==> config.mk <==
export PLATFORM = sky130hd
export DESIGN_NAME = button_debounce_scheduler
export DESIGN_NICKNAME = d
export VERILOG_FILES = /design/src/rtl/button_pkg.sv /design/src/rtl/btn_rr_picker.sv /design/src/rtl/button_debounce_scheduler.sv
export SDC_FILE = /design/constraint.sdc
export NUM_CORES = 1
export LEC_CHECK = 0
export BUFFER_PORTS_ARGS = -buffer_cell sky130_fd_sc_hd__buf_2
export CORE_MARGIN = 4
export CORE_UTILIZATION = 50
export DETAILED_ROUTE_END_ITERATION = 7
export PLACE_DENSITY = 0.74
export SLEW_MARGIN = 25
export SYNTH_ARGS = -nofsm -noshare
export SYNTH_HDL_FRONTEND = slang
export SYNTH_SLANG_ARGS = --single-unit
==> constraint.sdc <==
create_clock -name clk -period 3.2 [get_ports clk]
set_clock_uncertainty 0.15 [all_clocks]
set_input_delay 0.16 -clock clk [delete_from_list [all_inputs] [get_ports clk]]
set_output_delay 0.16 -clock clk [all_outputs]
set_load 0.005 [all_outputs]
==> src/rtl/button_pkg.sv <==
// button_pkg: shared FSM states, default settle time and width helpers for the button debouncer.
package button_pkg;
  typedef enum logic [1:0] {IDLE, SETTLE, COMMIT} state_t;
  localparam int DEFAULT_SETTLE_CYC = 1048576;
  function automatic int idx_w(input int n);
    return n > 1 ? $clog2(n) : 1;
  endfunction
  function automatic int cnt_w(input int n);
    return n > 1 ? $clog2(n) : 1;
  endfunction
endpackage

==> src/rtl/btn_rr_picker.sv <==
// btn_rr_picker: combinational round-robin select of the first pending button after ptr.
module btn_rr_picker #(
  parameter int N_BTN = 4,
  parameter int IDX_W = 2
) (
  input  logic [N_BTN-1:0] pending,
  input  logic [IDX_W-1:0] ptr,
  output logic             any,
  output logic [IDX_W-1:0] idx
);
  logic             hi_any, lo_any;
  logic [IDX_W-1:0] hi_idx, lo_idx;
  // Scan downwards so the lowest index in each half wins; indices above ptr come first.
  always_comb begin
    hi_any = 1'b0;
    lo_any = 1'b0;
    hi_idx = '0;
    lo_idx = '0;
    for (int i = N_BTN - 1; i >= 0; i--) begin
      if (pending[i] && IDX_W'(i) > ptr) begin
        hi_any = 1'b1;
        hi_idx = IDX_W'(i);
      end
      if (pending[i] && IDX_W'(i) <= ptr) begin
        lo_any = 1'b1;
        lo_idx = IDX_W'(i);
      end
    end
    any = hi_any | lo_any;
    idx = hi_any ? hi_idx : lo_idx;
  end
endmodule

==> src/rtl/button_debounce_scheduler.sv <==
// button_debounce_scheduler: debounces N buttons with one shared settle timer, served round-robin.
module button_debounce_scheduler
  import button_pkg::*;
#(
  parameter int N_BTN      = 4,
  parameter int SETTLE_CYC = DEFAULT_SETTLE_CYC,
  parameter int CNT_W      = cnt_w(SETTLE_CYC),
  parameter int IDX_W      = idx_w(N_BTN)
) (
  input  logic             clk,
  input  logic             rst,
  input  logic [N_BTN-1:0] buttons,
  output logic [N_BTN-1:0] btn_state,
  output logic [N_BTN-1:0] r_edge,
  output logic [N_BTN-1:0] f_edge,
  output logic             busy,
  output logic [IDX_W-1:0] active_idx
);
  state_t           state, state_n;
  logic [N_BTN-1:0] sync0, sync1, btn_n, r_n, f_n;
  logic [IDX_W-1:0] sel, sel_n, ptr, ptr_n, pick;
  logic [CNT_W-1:0] cnt, cnt_n;
  logic             lvl, lvl_n, any;

  btn_rr_picker #(.N_BTN(N_BTN), .IDX_W(IDX_W)) u_pick (
    .pending(sync1 ^ btn_state),
    .ptr    (ptr),
    .any    (any),
    .idx    (pick)
  );

  always_ff @(posedge clk) begin
    if (rst) begin
      sync0     <= '0;
      sync1     <= '0;
      btn_state <= '0;
      r_edge    <= '0;
      f_edge    <= '0;
      state     <= IDLE;
      sel       <= '0;
      ptr       <= IDX_W'(N_BTN - 1);
      cnt       <= '0;
      lvl       <= 1'b0;
    end else begin
      sync0     <= buttons;
      sync1     <= sync0;
      btn_state <= btn_n;
      r_edge    <= r_n;
      f_edge    <= f_n;
      state     <= state_n;
      sel       <= sel_n;
      ptr       <= ptr_n;
      cnt       <= cnt_n;
      lvl       <= lvl_n;
    end
  end

  always_comb begin
    state_n = state;
    sel_n   = sel;
    ptr_n   = ptr;
    cnt_n   = cnt;
    lvl_n   = lvl;
    btn_n   = btn_state;
    r_n     = '0;
    f_n     = '0;
    case (state)
      IDLE: if (any) begin
        state_n = SETTLE;
        sel_n   = pick;
        lvl_n   = sync1[pick];
        cnt_n   = '0;
      end
      // A bounce restarts the window; bouncing back to the accepted level abandons it.
      SETTLE: if (sync1[sel] != lvl) begin
        cnt_n = '0;
        lvl_n = sync1[sel];
        if (sync1[sel] == btn_state[sel]) begin
          ptr_n   = sel;
          state_n = IDLE;
        end
      end else if (cnt == CNT_W'(SETTLE_CYC - 1)) begin
        state_n = COMMIT;
      end else begin
        cnt_n = cnt + CNT_W'(1);
      end
      COMMIT: begin
        btn_n[sel] = lvl;
        r_n[sel]   = lvl;
        f_n[sel]   = ~lvl;
        ptr_n      = sel;
        state_n    = IDLE;
      end
      default: state_n = IDLE;
    endcase
  end

  assign busy       = state != IDLE;
  assign active_idx = sel;
endmodule

Word level (Yosys, flattened, before mapping)
Cells that the tools add are included.
{"block": "classes", "reduce_logical": 19, "n_eq_ne": 11, "n_mux": 41, "n_lt_le_gt_ge": 11, "bitwise": 6, "n_addsub": 1}
{"cell": "20-bit two-way mux", "count": 3}
{"cell": "20-bit case mux with 2 select lines", "count": 1}
{"cell": "2-bit two-way mux", "count": 15}
{"cell": "20-bit by 1-bit adder with 20-bit output (second input constant)", "count": 1}
{"cell": "20-bit == test (second input constant)", "count": 1}
{"cell": "1-bit two-way mux", "count": 14}
{"cell": "3-bit AND reduction", "count": 4}
{"cell": "1-bit logical AND", "count": 9}
{"cell": "3-bit inequality test (second input constant)", "count": 3}
{"cell": "4-bit bitwise AND", "count": 2}
{"cell": "2-bit case mux with 2 select lines", "count": 2}
{"cell": "1-bit binary-select mux with 2-bit select", "count": 3}
{"cell": "2-bit by 3-bit less-than comparator with 1-bit output (second input constant)", "count": 2}
{"cell": "2-bit inequality test (second input constant)", "count": 3}
{"cell": "2-bit nonzero test", "count": 3}
{"cell": "4-bit bitwise mux", "count": 1}
{"cell": "1-bit by 2-bit > comparator with 1-bit output (first input constant)", "count": 2}
{"cell": "2-bit > comparator (first input constant)", "count": 2}
{"cell": "1-bit by 2-bit less-or-equal comparator with 1-bit output (first input constant)", "count": 2}
{"cell": "2-bit less-or-equal comparator (first input constant)", "count": 2}
{"cell": "4-bit bitwise XOR", "count": 1}
{"cell": "1-bit demux with 2-bit select", "count": 1}
{"cell": "2-bit by 1-bit == test with 1-bit output (second input constant)", "count": 1}
{"cell": "2-bit == test (second input constant)", "count": 1}
{"cell": "9 further kinds", "count": 10}
{"block": "totals", "register_bits": 47, "output_inout_bits": 15, "in_bits": 6}

Depth between registers and ports, before layout
Gate-level depths: netlist of the first run.
{"block": "logic_depth", "depth_word": 11, "mapped_depth": 8, "depth_no_buf": 7}

By module
A second synthesis of the first run with hierarchy kept.
{"block": "hier_totals", "cells_unflattened": 271, "hier_area_um2": 2376.0}
{"module": "button_debounce_scheduler", "area_each_um2": 2289.7, "cells_each": 257, "n_inst": 1}
{"module": "btn_rr_picker", "area_each_um2": 86.3, "cells_each": 14, "n_inst": 1}

Worst setup path before layout of the first run
No wires, ideal clock.
{"block": "synth_timing", "path_kind": "register -> register", "startpoint": "register sel[1], in the netlist active_idx[1]", "endpoint": "register cnt[19]", "arrival_time_ns": 2.293, "required_time_ns": 2.964, "path_stages_with_launch": 9, "setup_slack_ns": 0.671, "setup_time_ns": 0.086, "path_cell_list": "dfxtp_1 buf_6 mux4_2 mux2i_4 nor4_4 or2_4 buf_6 a21oi_1 a211oi_1"}
{"block": "synth_via", "elab_chain_len": 5, "word_cells_on_any_way": 7, "classes_between": "eq/ne (2); mux (4); reduce/logical (1)"}
{"item": "from (decl)", "line": "button_debounce_scheduler.sv:21", "text": "logic [IDX_W-1:0] sel, sel_n, ptr, ptr_n, pick;"}
{"item": "from (signal assigned)", "line": "button_debounce_scheduler.sv:51", "text": "sel <= sel_n;"}
{"item": "1-bit binary-select mux with 2-bit select *", "line": "button_debounce_scheduler.sv:75", "text": "SETTLE: if (sync1[sel] != lvl) begin"}
{"item": "1-bit two-way mux (implied by the code) *", "line": "button_debounce_scheduler.sv:75"}
{"item": "1-bit inequality test *", "line": "button_debounce_scheduler.sv:75"}
{"item": "3-bit inequality test (no line) or 20-bit two-way mux (tied branches)"}
{"item": "3-bit AND reduction (no line) or 20-bit case mux with 2 select lines (tied branches)"}
{"item": "to (signal assigned)", "line": "button_debounce_scheduler.sv:53", "text": "cnt <= cnt_n;"}
{"item": "to (decl)", "line": "button_debounce_scheduler.sv:22", "text": "logic [CNT_W-1:0] cnt, cnt_n;"}
Mark *: on every way between the ends. The rest lies on a longest branch, timed or not. The select of a mux whose other input is x is not followed.
A chain may end at the register's enable or synchronous reset.

Worst setup path in the final report of the first run
Same ends and word-level chain as after synthesis.

==> results.sh, run 1 <==
export IMPL_outcome="finished clean"
export IMPL_io_buffers=20
export IMPL_vdd_ir_drop_max_mv=0.2384
export IMPL_rsz0062_at_grt="false"
export IMPL_clk_insertion_delay_late_ns=0.30
export IMPL_yosysUniqueCellTypes=51
export IMPL_use_met1_pct=25.12
export IMPL_instances_no_fill=336
export IMPL_num_antenna_cells=0
export IMPL_cts_buffers=5
export IMPL_hpwl_um=3244
export IMPL_slew_headroom_pct=58.67
export IMPL_path_class="flip-flop to flip-flop"
export IMPL_initial_core_util_pct=51.91
export IMPL_crit_path_max_fanout=15
export IMPL_slew_violations=0
export IMPL_placementRows=24
export IMPL_synth_seq_cells=47
export IMPL_dp_cells=324
export IMPL_wl_um=4585
export IMPL_chipHeight_um=75.47
export IMPL_endpoint_kind="flip-flop"
export IMPL_fp_dieW_um=75.47
export IMPL_synth_warnings=0
export IMPL_max_cap_viol_count=0
export IMPL_ant_nets=0
export IMPL_grt_pass1_vias=1696
export IMPL_cp_slowest_cell="mux4_2"
export IMPL_worst_ep_required_time_ns=3.26
export IMPL_grt_pass1_wl_um=7728
export IMPL_ios=21
export IMPL_cts_root_buffer="clkbuf_8"
export IMPL_drc=0
export IMPL_critical_path_max_stage_delay_ns=0.66
export IMPL_worstHoldPathType="primary input to flip-flop"
export IMPL_htreeDepth=2
export IMPL_cts_tree="built"
export IMPL_setup_viol=0
export IMPL_syn_area_per_cell_um2=8.754
export IMPL_netlist_instances=260
export IMPL_p_per_area_mw_per_mm2=464.2
export IMPL_grt_max_degree=32
export IMPL_worst_pin_slew_ns=0.6186
export IMPL_top_usage_layer="met2"
export IMPL_coreArea_mm2=0.004384
export IMPL_clock_sinks=47
export IMPL_firstDrtPassIters=5
export IMPL_hold_violations=0
export IMPL_clk_path_buf_depth=2
export IMPL_grt_antenna_before_repair=0
export IMPL_gr_usage_met3_pct=3.298
export IMPL_crit_arrival_ns=2.79
export IMPL_post_route_period_util_pct=85.37
export IMPL_setup_tns_final_ns=0
export IMPL_area_growth_pct=11.65
export IMPL_grt_use_met2_pct=25.79
export IMPL_worstPathCellList="mux4_2 > mux2i_4 > nor4_4 > or2_4 > a21oi_1 > a211oi_1"
export IMPL_clkTransAtPathRegs_ns=0.09
export IMPL_hold_buffers=4
export IMPL_synth_area_mm2=0.002276
export IMPL_track_usage_pct=17.30
export IMPL_wl_per_cell_um=13.65
export IMPL_reg2reg_slack_ns=0.47
export IMPL_period_needed_ns=2.732
export IMPL_p_leak_nw=0.9192
export IMPL_postCtsSetupRepairBufs=0
export IMPL_power_total_mw=1.180
export IMPL_synth_seq_area_share_pct=41.34
export IMPL_viasPerCell=5.777
export IMPL_drt_iter0_markers=165
export IMPL_worst_path_buf_inv=0
export IMPL_syn_nets=267
export IMPL_gp_congestion=0.9986
export IMPL_drive_gt1_share_pct=16.20
export IMPL_vias=1941
export IMPL_dieArea_mm2=0.005695
export IMPL_gr_total_overflow=0
export IMPL_cp_start_kind="flip-flop"
export IMPL_fmax_mhz=366.0
export IMPL_cts_resized_gates=0
export IMPL_final_nets=290
export IMPL_path_delay_family="multiplexers"
## power by group
| part | switching [mW] | internal, mW |
|---|---|---|
| clock network | 0.200 | 0.235 |
| logic | 0.0769 | 0.0532 |
| registers | 0.0176 | 0.597 |
| total | 0.294 | 0.886 |
## worst paths after layout
path / start / end / cells past startpoint
max: active_idx[1]$_SDFFE_PP0P_ / cnt[19]$_SDFFE_PP0P_ / 6
min: rst / btn_state[0]$_SDFFE_PP0P_ / 2
max reg2reg: active_idx[1]$_SDFFE_PP0P_ / cnt[19]$_SDFFE_PP0P_ / 6
min reg2reg: sync0[2]$_SDFF_PP0_ / sync1[2]$_SDFF_PP0_ / 1
## final cells by class
| type | count | area, um^2 |
|---|---|---|
| clock buffer | 5 | 68.82 |
| clock inverter | 3 | 46.29 |
| fill | 410 | 1843 |
| inverter | 6 | 22.52 |
| multi-input combinational | 197 | 1242 |
| sequential | 47 | 940.9 |
| tap | 52 | 65.06 |
| timing repair buffer | 26 | 155.1 |
## cells in the mapped netlist (all sizes together)
cell      n  area [um^2]
nand4     5        31.28
a31o      1        8.760
buf       4        37.53
a2bb2oi   1        8.760
nand2b    3        18.77
a22oi     2        15.01
a21oi    20        100.1
ha        1        12.51
inv       6        22.52
nor2b     8        50.05
a21o      1        8.760
o32ai     1        8.760
mux4      2        48.80
xnor2    11        96.34
xor2      5        43.79
o21bai    1        7.510
and3      1        7.510
a221oi    2        17.52
o21ai    13        65.06
o211ai    2        15.01
nor4      6        52.55
nor4b     2        17.52
a41oi     2        17.52
a31oi     2        12.51
or3       9        58.80
and3b     1        10.01
nor2     39        146.4
a211oi    4        30.03
a32oi     1        8.760
nor3     12        60.06
o21a      1        7.510
nand2    12        45.04
and4      4        38.79
nand3b    3        22.52
dfxtp    47        940.9
or2       1        8.760
a211o     2        18.77
clkbuf    6        32.53
mux2      1        11.26
or3b      1        8.760
nand3     9        45.04
mux2i     3        42.54
nor3b     2        15.01
## through the flow
stage          instance area, um^2  worst slack, ns  hold slack [ns]  util (%)
6_report                      2541           0.4681           0.1626     57.96
5_1_grt                       2541           0.2527           0.2232     57.96
4_1_cts                       2541           0.4632           0.1738     57.96
3_5_place_dp                  2386           0.4799           0.2248     54.42
3_3_place_gp                  2386           0.5801           0.2160     54.42
2_1_floorplan                 2276           0.6714           0.1382         -
## metal layers
metal / up-vias / share of wire [%]
li1: 987 / -
met1: 888 / 47
met2: 60 / 46
met3: 6 / 6.6
met4: 0 / 0.92
met5: - / 0
## cells by family (layout without fill, tap and decap cells)
kind of cell               after synthesis  after routing  share of synthesized area [%]
AOI/OAI and AO/OA                       56             56                          15.39
xor gates and xnor gates                16             16                          6.157
adders and majority gates                1              1                         0.5497
buffers and inverters                   16             40                          4.068
DFF                                     47             47                          41.34
muxes                                    6              6                          4.508
and+or+nand+nor                        118            118                          27.98
## cells in the final DEF, fill, tap and decap left out, types with 8 or more instances in the layout
master and n:
nand2_1 12, nor3_1 12, nor2_1 39, o21ai_0 13
dfxtp_1 47, buf_2 20, xnor2_1 11, nand3_1 9
nor2b_1 8, a21oi_1 20
## registers in the layout (all words and copies together), names as in the netlist, 2 cells and up
name	count
active_idx	2
btn_state	4
cnt	20
f_edge	4
ptr	2
r_edge	4
state	2
sync0	4
sync1	4
## worst register-to-register path: cells and delay by family (launching register included)
kind               cells  cell delay (ns)
DFF                    1             0.49
muxes                  2             0.93
and+or+nand+nor        2             0.79
AOI/OAI and AO/OA      2             0.29
Power figures use the tool's default switching activity.
==> inputs of run 2 (changes only) <==
--- a/config.mk
+++ b/config.mk
@@ -6,10 +6,11 @@
 export NUM_CORES = 1
 export LEC_CHECK = 0
 export BUFFER_PORTS_ARGS = -buffer_cell sky130_fd_sc_hd__buf_2
+export CAP_MARGIN = 20
 export CORE_MARGIN = 4
-export CORE_UTILIZATION = 50
+export CORE_UTILIZATION = 58
 export DETAILED_ROUTE_END_ITERATION = 7
-export PLACE_DENSITY = 0.74
+export PLACE_DENSITY = 0.83
 export SLEW_MARGIN = 25
 export SYNTH_ARGS = -nofsm -noshare
 export SYNTH_HDL_FRONTEND = slang
==> results.sh, run 2 (synthesis gave the netlist of run 1 again) <==
export IMPL_outcome="finished clean"
export IMPL_drc=0
export IMPL_vdd_ir_drop_max_mv=0.2898
export IMPL_drt_iter0_markers=238
export IMPL_setup_viol=0
export IMPL_worst_ep_required_time_ns=3.27
export IMPL_dieArea_mm2=0.004990
export IMPL_num_antenna_cells=0
export IMPL_worst_pin_slew_ns=0.6478
export IMPL_drive_gt1_share_pct=16.55
export IMPL_drt_met1_wl_um=2311
export IMPL_crit_arrival_ns=2.79
export IMPL_clock_sinks=47
export IMPL_placed_cell_area_mm2=0.002392
export IMPL_area_growth_pct=10.72
export IMPL_hold_depth=2
export IMPL_clkTransAtPathRegs_ns=0.08
export IMPL_io_buffers=20
export IMPL_fmax_mhz=366.6
export IMPL_gr_total_overflow=0
export IMPL_fp_dieW_um=70.64
export IMPL_coreArea_mm2=0.003716
export IMPL_r2r_end="cnt[19]$_SDFFE_PP0P_"
export IMPL_track_usage_pct=19.92
export IMPL_regArea_um2=940.9
export IMPL_postCtsSetupRepairBufs=0
export IMPL_placementRows=22
export IMPL_final_cell_mix="dfxtp_1 (47), nor2_1 (39), a21oi_1 (20), buf_2 (20), o21ai_0 (13)"
export IMPL_clk_insertion_delay_late_ns=0.30
export IMPL_endpoint_kind="flip-flop"
export IMPL_hpwl_um=3219
export IMPL_stdcell_area_mm2=0.002520
export IMPL_cts_tree="built"
export IMPL_r2r_start="active_idx[1]$_SDFFE_PP0P_"
export IMPL_top_register="cnt"
export IMPL_setup_tns_final_ns=0
export IMPL_hold_violations=0
export IMPL_final_nets=291
export IMPL_firstDrtPassIters=5
export IMPL_reg2reg_slack_ns=0.47
export IMPL_viasPerCell=5.979
export IMPL_cts_buffers=5
export IMPL_wl_per_cell_um=14.41
export IMPL_hp_start="rst"
export IMPL_clk_path_buf_depth=2
export IMPL_fillerInstances=297
export IMPL_grt_max_degree=32
export IMPL_grt_pass1_wl_um=8217
export IMPL_htreeDepth=2
export IMPL_cts_root_buffer="clkbuf_8"
export IMPL_initial_core_util_pct=61.25
export IMPL_cp_start_kind="flip-flop"
export IMPL_grt_antenna_before_repair=0
export IMPL_post_route_period_util_pct=85.24
export IMPL_max_cap_viol_count=0
export IMPL_wl_met2_um=2087
export IMPL_vias=1985
export IMPL_period_needed_ns=2.728
export IMPL_crit_path_max_fanout=15
export IMPL_worstHoldPathType="primary input to flip-flop"
export IMPL_chipHeight_um=70.64
export IMPL_multi_input_area_mm2=0.001246
export IMPL_final_util_pct=67.81
export IMPL_slew_violations=0
export IMPL_ant_nets=0
export IMPL_rsz0062_at_grt="false"
export IMPL_min_to="btn_state[3]$_SDFFE_PP0P_"
export IMPL_gp_congestion=0.8812
export IMPL_path_class="flip-flop to flip-flop"
export IMPL_ios=21
export IMPL_p_per_area_mw_per_mm2=437.4
export IMPL_largest_reg_flops=20
export IMPL_slew_headroom_pct=56.78
export IMPL_p_leak_nw=0.9179
export IMPL_reg2regPathDepth=6
export IMPL_met3_length_um=317
export IMPL_wl_um=4783
export IMPL_final_common_cell="dfxtp_1"
export IMPL_grt_pass1_vias=1760
export IMPL_dr_max_layer_used="met4"
[run 2: changes by cell type in the layout (fill, tap and decap cells not counted), sizes merged]
cell,change
buf,+1
bufinv,-1
clkbuf,+1
clkinv,+1
clkinvlp,-1
inv,-1
[run 2: per-layer routing]
layer  vias to the layer above  track usage (%)
met2                        76            29.31
met1                       910            29.38
met4                         0            5.846
met3                         8            4.261
met5                         -                0
li1                        991                -
[run 2: worst max-delay path, stage by stage (launching register included)]
cell	delay (ns)
dfxtp_1	0.50
mux4_2	0.66
mux2i_4	0.27
nor4_4	0.51
or2_4	0.29
a21oi_1	0.06
a211oi_1	0.22
[run 2: how the worst max path moves through the flow]
| stage | start | end |
|---|---|---|
| finish | active_idx[1]$_SDFFE_PP0P_ | cnt[19]$_SDFFE_PP0P_ |
| floorplan | active_idx[1]$_SDFFE_PP0P_ | cnt[19]$_SDFFE_PP0P_ |
| detailed placement | active_idx[1]$_SDFFE_PP0P_ | cnt[19]$_SDFFE_PP0P_ |
| global route | active_idx[1]$_SDFFE_PP0P_ | cnt[19]$_SDFFE_PP0P_ |
| CTS | active_idx[1]$_SDFFE_PP0P_ | cnt[19]$_SDFFE_PP0P_ |
| global placement | active_idx[1]$_SDFFE_PP0P_ | cnt[17]$_SDFFE_PP0P_ |
[run 2: where the power goes]
part           switching (mW)  total [mW]  internal (mW)
clock network           0.188       0.358          0.170
registers              0.0195       0.617          0.597
logic                  0.0758       0.128         0.0518
total                   0.283        1.10          0.819
[run 2: what timing repair did]
action / in CTS / in global routing
gates resized for setup: 0 / 0
endpoints found under the hold margin: 4 / 0
hold buffers: 4 / 0
[run 2: area by class of cell]
| class | instances | area share (%) |
|---|---|---|
| Multi-Input combinational cell | 197 | 49.45 |
| Sequential cell | 47 | 37.34 |
| Timing Repair Buffer | 27 | 6.455 |
| Clock buffer | 6 | 3.277 |
| Tap cell | 48 | 2.383 |
| Inverter | 6 | 0.8937 |
| Clock inverter | 1 | 0.1986 |
[run 2: through the flow]
stage / total power [mW] / setup slack, ns / hold WS (ns) / cells
3_3_place_gp: 0.7496 / 0.4486 / 0.2173 / 321
6_report: 1.102 / 0.4722 / 0.1764 / 332
3_5_place_dp: 0.7526 / 0.4826 / 0.2277 / 321
2_1_floorplan: 0.7337 / 0.6714 / 0.1382 / 260
4_1_cts: 1.105 / 0.4764 / 0.1791 / 332
5_1_grt: 1.150 / 0.3146 / 0.2311 / 332
